File: config.mk
export PLATFORM = sky130hd
export DESIGN_NAME = fb_pixel_writer
export DESIGN_NICKNAME = d
export VERILOG_FILES = /design/src/rtl/fb_pixel_writer.sv
export SDC_FILE = /design/constraint.sdc
export NUM_CORES = 1
export LEC_CHECK = 0
export ABC_CLOCK_PERIOD_IN_PS = 2800
export BUFFER_PORTS_ARGS = -buffer_cell sky130_fd_sc_hd__buf_2
export CORE_AREA = 4 4 121 123
export CTS_CLUSTER_SIZE = 8
export DETAILED_ROUTE_END_ITERATION = 6
export DIE_AREA = 0 0 125 127
export PLACE_DENSITY = 0.63
export SLEW_MARGIN = 20
export SYNTH_ARGS = -nofsm -noshare
export SYNTH_HDL_FRONTEND = slang
export SYNTH_SLANG_ARGS = --single-unit
File: constraint.sdc
create_clock -name clk -period 2.8 [get_ports clk]
set_clock_uncertainty 0.05 [all_clocks]
set_input_delay 0.42 -clock clk [delete_from_list [all_inputs] [get_ports clk]]
set_output_delay 0.42 -clock clk [all_outputs]
set_load 0.02 [all_outputs]
File: src/rtl/fb_pixel_writer.sv
// fb_pixel_writer: clips the drawer's pixel stream to the framebuffer, turns
// (x,y) into a linear address and writes colour to memory through a small FIFO
// that rides out memory stalls.
// Optional feature: define FB_PIXEL_WRITER_CLIPSTAT_EN to add a saturating
// clip_count output that counts discarded (off-screen) pixels.
module fb_pixel_writer #(
  parameter int CORDW      = 10,
  parameter int COLRW      = 4,
  parameter int FB_WIDTH   = 320,
  parameter int FB_HEIGHT  = 180,
  parameter int ADDRW      = 16,
  parameter int FIFO_DEPTH = 4
) (
  input  logic             clk,
  input  logic             rst,
  input  logic             px_valid,
  input  logic [CORDW-1:0] px_x,
  input  logic [CORDW-1:0] px_y,
  input  logic [COLRW-1:0] px_colr,
  output logic             px_ready,
  input  logic             mem_busy,
  output logic             mem_we,
  output logic [ADDRW-1:0] mem_addr,
  output logic [COLRW-1:0] mem_data,
  output logic             busy
`ifdef FB_PIXEL_WRITER_CLIPSTAT_EN
  ,
  output logic [15:0]      clip_count
`endif
);

  localparam int PTRW = $clog2(FIFO_DEPTH);
  localparam int CNTW = PTRW + 1;
  localparam int ENTW = ADDRW + COLRW;
  localparam logic [31:0] FBW_C = 32'(FB_WIDTH);
  localparam logic [31:0] FBH_C = 32'(FB_HEIGHT);

  logic             accept_s;
  logic             clip_s;
  logic [ADDRW-1:0] addr_s;
  logic             push_s;
  logic             pop_s;

  logic             s1_valid_r;
  logic             s1_clip_r;
  logic [ADDRW-1:0] s1_addr_r;
  logic [COLRW-1:0] s1_colr_r;

  logic [ENTW-1:0]  fifo_mem_r [FIFO_DEPTH];
  logic [PTRW-1:0]  wr_ptr_r;
  logic [PTRW-1:0]  rd_ptr_r;
  logic [CNTW-1:0]  count_r;

  // Accept decision, clip test and address arithmetic on the incoming pixel.
  always_comb begin
    accept_s = px_valid && px_ready;
    clip_s   = (32'(px_x) >= FBW_C) || (32'(px_y) >= FBH_C);
    addr_s   = ADDRW'(px_y) * ADDRW'(FB_WIDTH) + ADDRW'(px_x);
  end

  // Only unclipped S1 results enter the FIFO; head leaves whenever memory can take it.
  always_comb begin
    push_s = s1_valid_r && !s1_clip_r;
    pop_s  = (count_r != CNTW'(0)) && !mem_busy;
  end

  // Ready depends on registered occupancy only; S1 reserves a slot even if it will be clipped.
  always_comb begin
    px_ready = !rst && ((count_r + CNTW'(s1_valid_r)) < CNTW'(FIFO_DEPTH));
    busy     = s1_valid_r | (count_r != CNTW'(0)) | mem_we;
  end

  // Stage S1: register the clip verdict, linear address and colour of an accepted pixel.
  always_ff @(posedge clk) begin
    if (rst) begin
      s1_valid_r <= 1'b0;
      s1_clip_r  <= 1'b0;
      s1_addr_r  <= '0;
      s1_colr_r  <= '0;
    end else begin
      s1_valid_r <= accept_s;
      if (accept_s) begin
        s1_clip_r <= clip_s;
        s1_addr_r <= addr_s;
        s1_colr_r <= px_colr;
      end
    end
  end

  // FIFO storage; contents need no reset because occupancy is tracked by count_r.
  always_ff @(posedge clk) begin
    if (push_s) begin
      fifo_mem_r[wr_ptr_r] <= {s1_addr_r, s1_colr_r};
    end
  end

  // FIFO pointers and occupancy; simultaneous push and pop leaves the count unchanged.
  always_ff @(posedge clk) begin
    if (rst) begin
      wr_ptr_r <= '0;
      rd_ptr_r <= '0;
      count_r  <= '0;
    end else begin
      if (push_s) wr_ptr_r <= wr_ptr_r + PTRW'(1);
      if (pop_s)  rd_ptr_r <= rd_ptr_r + PTRW'(1);
      case ({push_s, pop_s})
        2'b10:   count_r <= count_r + CNTW'(1);
        2'b01:   count_r <= count_r - CNTW'(1);
        default: count_r <= count_r;
      endcase
    end
  end

  // Memory write port: one strobe per popped entry, address/data hold between writes.
  always_ff @(posedge clk) begin
    if (rst) begin
      mem_we   <= 1'b0;
      mem_addr <= '0;
      mem_data <= '0;
    end else begin
      mem_we <= pop_s;
      if (pop_s) begin
        {mem_addr, mem_data} <= fifo_mem_r[rd_ptr_r];
      end
    end
  end

`ifdef FB_PIXEL_WRITER_CLIPSTAT_EN
  // Saturating count of pixels discarded by the clip test.
  always_ff @(posedge clk) begin
    if (rst) begin
      clip_count <= 16'h0000;
    end else if (s1_valid_r && s1_clip_r && (clip_count != 16'hFFFF)) begin
      clip_count <= clip_count + 16'h0001;
    end else begin
      clip_count <= clip_count;
    end
  end
`endif

endmodule

==> results.json <==
{
  "gp_congestion": 0.753,
  "netlist_area_um2": 5370,
  "globalRouteTotalUtil_pct": 14.2,
  "synth-seq-cells": 130,
  "rsz0062_at_grt": "false",
  "worstSetupStartpointType": "input port",
  "cts_tree": "built",
  "synthTopCellsByCount": "edfxtp_1, nand2_1, dfxtp_1",
  "yosys.cell_count.top_type": "edfxtp_1",
  "rrSetupSlack_ps": 550,
  "clockRootBuffer": "clkbuf_16",
  "min_to": "s1_addr_r[4]",
  "fin_crit_ps": 2520,
  "setup_viol": 0,
  "hold_start": "px_x[4]",
  "cp.depth": 9,
  "insertion_delay_ps": 410,
  "hold_depth": 3,
  "yosysWarningCount": 0,
  "area_growth_pct": 23.3,
  "clkSlewWorstSetupHoldPaths_ps": 50,
  "clk_path_buf_depth": 2,
  "multiInputGateArea_um2": 1850,
  "holdWs_ps": 198,
  "worstRegToRegCells": 7,
  "grt_pass1_wl_um": 17400,
  "hold_class": "in -> reg",
  "outcome": "finished, final reports clean",
  "ys_async_sr_fraction_pct": 0,
  "cp_max_fo": 3,
  "first_pass_iters": 4,
  "crit_chain": "buf_2 -> ha_1 -> ha_1 -> ha_1 -> o21ai_0 -> o21ai_0 -> or4b_4 -> a2111o_1 -> a311oi_1",
  "ioPinCount": 51,
  "drt-initial-drc-count": 148,
  "cts-htree-levels": 4,
  "max_freq_ghz": 0.396,
  "die_h_um": 127,
  "grt_max_degree": 50,
  "start_util_pct": 39.3,
  "antenna_found_initial": 0,
  "drv_slew": 0,
  "cts_setup_buffers": 0,
  "hold_viol_final": 0,
  "slowest_delay_ps": 500,
  "crit_arrival_ps": 2790,
  "netlist_instances": 409,
  "cts_resized": 0,
  "synthFlopType": "edfxtp_1",
  "synth_top_area_share_pct": 44.7,
  "fp.coreArea_um2": 13700,
  "io_buffer_count": 50,
  "ys_seq_area_share_pct": 63.3,
  "synthTopCellsByArea": "edfxtp_1, dfxtp_1, mux4_2",
  "r2r-end": "s1_addr_r[8]",
  "syn_nets": 462,
  "drive_above_1_share_pct": 26.6,
  "seq_area_um2": 3400,
  "path_class": "in -> reg",
  "power.density_nw_per_um2": 900,
  "ir_drop_uv": 496,
  "leakage_uw": 0.00247,
  "timing.rr.start": "count_r[0]",
  "numCtsBuffers": 17,
  "maxSlewHeadroom_pct": 50.2,
  "tightest_slew_ps": 742,
  "cts_sinks": 130,
  "route.detailed.drc": 0,
  "die_area_um2": 15900,
  "cp_slowest_cell": "or4b_4",
  "vias": 3346,
  "syn_area_per_cell_um2": 13.1,
  "yosys.area.top_type": "edfxtp_1",
  "dp_cells": 645,
  "fin_crit_sh_pct": 90.1,
  "cts_hold_buf": 0,
  "vias_per_cell": 4.94,
  "grt_pass1_vias": 3423,
  "path_delay_family": "adder cells",
  "nFillCells": 1240,
  "synth-edff-count": 80,
  "stdcell_count": 677,
  "antenna_cells": 0,
  "detailed_place_hpwl_um": 6780,
  "fp-row-count": 43,
  "netlist-cell-type-count": 42,
  "route.antenna.remaining_nets": 0,
  "fin_util_pct": 48.5,
  "avgRoutedWirePerCell_um": 15.7,
  "grt_overflow": 0,
  "layout.nets": 537,
  "die_x_um": 125,
  "critPathBufInv": 1,
  "wl_um": 10600,
  "drv_cap": 0,
  "end_kind": "flop",
  "crit_top_cell": "ha_1",
  "crit_required_ps": 3070
}
==> kinds of logic after synthesis <==
group / synth area share, %
DFF: 63.3
buffers and inverters: 2.21
and+or+nand+nor: 9.22
muxes: 8.38
xor gates and xnor gates: 1.96
AOI/OAI and AO/OA: 8.66
adders and majority gates: 6.24
==> cell usage in the layout, fill, tap and decap left out, drive strengths merged, types with 7 or more instances in the layout <==
cell	count
o21ai	10
edfxtp	80
dfxtp	50
inv	13
xnor2	7
mux4	20
clkbuf	18
a21oi	43
ha	22
nor2	22
buf	74
nand2	72
==> worst max-delay path by stage <==
stage,start,to
global placement,px_y[1],s1_addr_r[15]
global route,px_y[1],s1_addr_r[15]
floorplan,px_y[1],s1_addr_r[15]
finish,px_y[1],s1_addr_r[15]
detailed placement,px_y[1],s1_addr_r[15]
CTS,px_y[1],s1_addr_r[15]
==> routing by layer <==
metal | GRT usage (%) | part of all wire (%) | up-vias
met4 | 5.36 | 1.6 | 0
met3 | 4.31 | 4.4 | 13
li1 | - | - | 1652
met5 | 0 | 0 | -
met2 | 25.3 | 52 | 64
met1 | 16.1 | 42 | 1617
==> worst reg2reg max path, stage by stage, from the launching register on <==
cell and delay [ps]:
dfxtp_1 400, a31o_2 180, a21oi_1 100, nand2_1 80
buf_4 220, clkinv_1 640, nand2_1 330, a21oi_1 100
==> report_power, final <==
part / switching [µW] / internal [µW] / total (µW) / leakage (µW)
clock network: 790 / 1670 / 2460 / 0.000316
registers: 98.2 / 2220 / 2310 / 0.00115
logic: 683 / 515 / 1200 / 0.00100
==> flip-flops by register name, indices dropped and copies added, names as in the netlist <==
| signal | count |
|---|---|
| mem_data | 4 |
| fifo_mem_r | 80 |
| s1_valid_r | 1 |
| rd_ptr_r | 2 |
| count_r | 3 |
| s1_colr_r | 4 |
| s1_clip_r | 1 |
| mem_we | 1 |
| s1_addr_r | 16 |
| mem_addr | 16 |
| wr_ptr_r | 2 |
==> area by class of cell <==
type                       count  share of cell area, %
sequential                   130                   51.3
multi-input combinational    248                   28.0
timing repair buffer          74                   6.49
clock buffer                  18                   6.48
clock inverter                14                   3.57
tap                          180                   3.40
inverter                      13                  0.736
==> stage by stage <==
step	worst slack (ps)	cell area, µm²	power [µW]	TNS, ps
floorplan	51.5	5380	3180	0
global placement	-108	5960	3530	-192
detailed placement	-150	5960	3570	-309
CTS	273	6630	6030	0
global route	105	6630	6260	0
finish	277	6630	5970	0
Power figures use the tool's default switching activity.
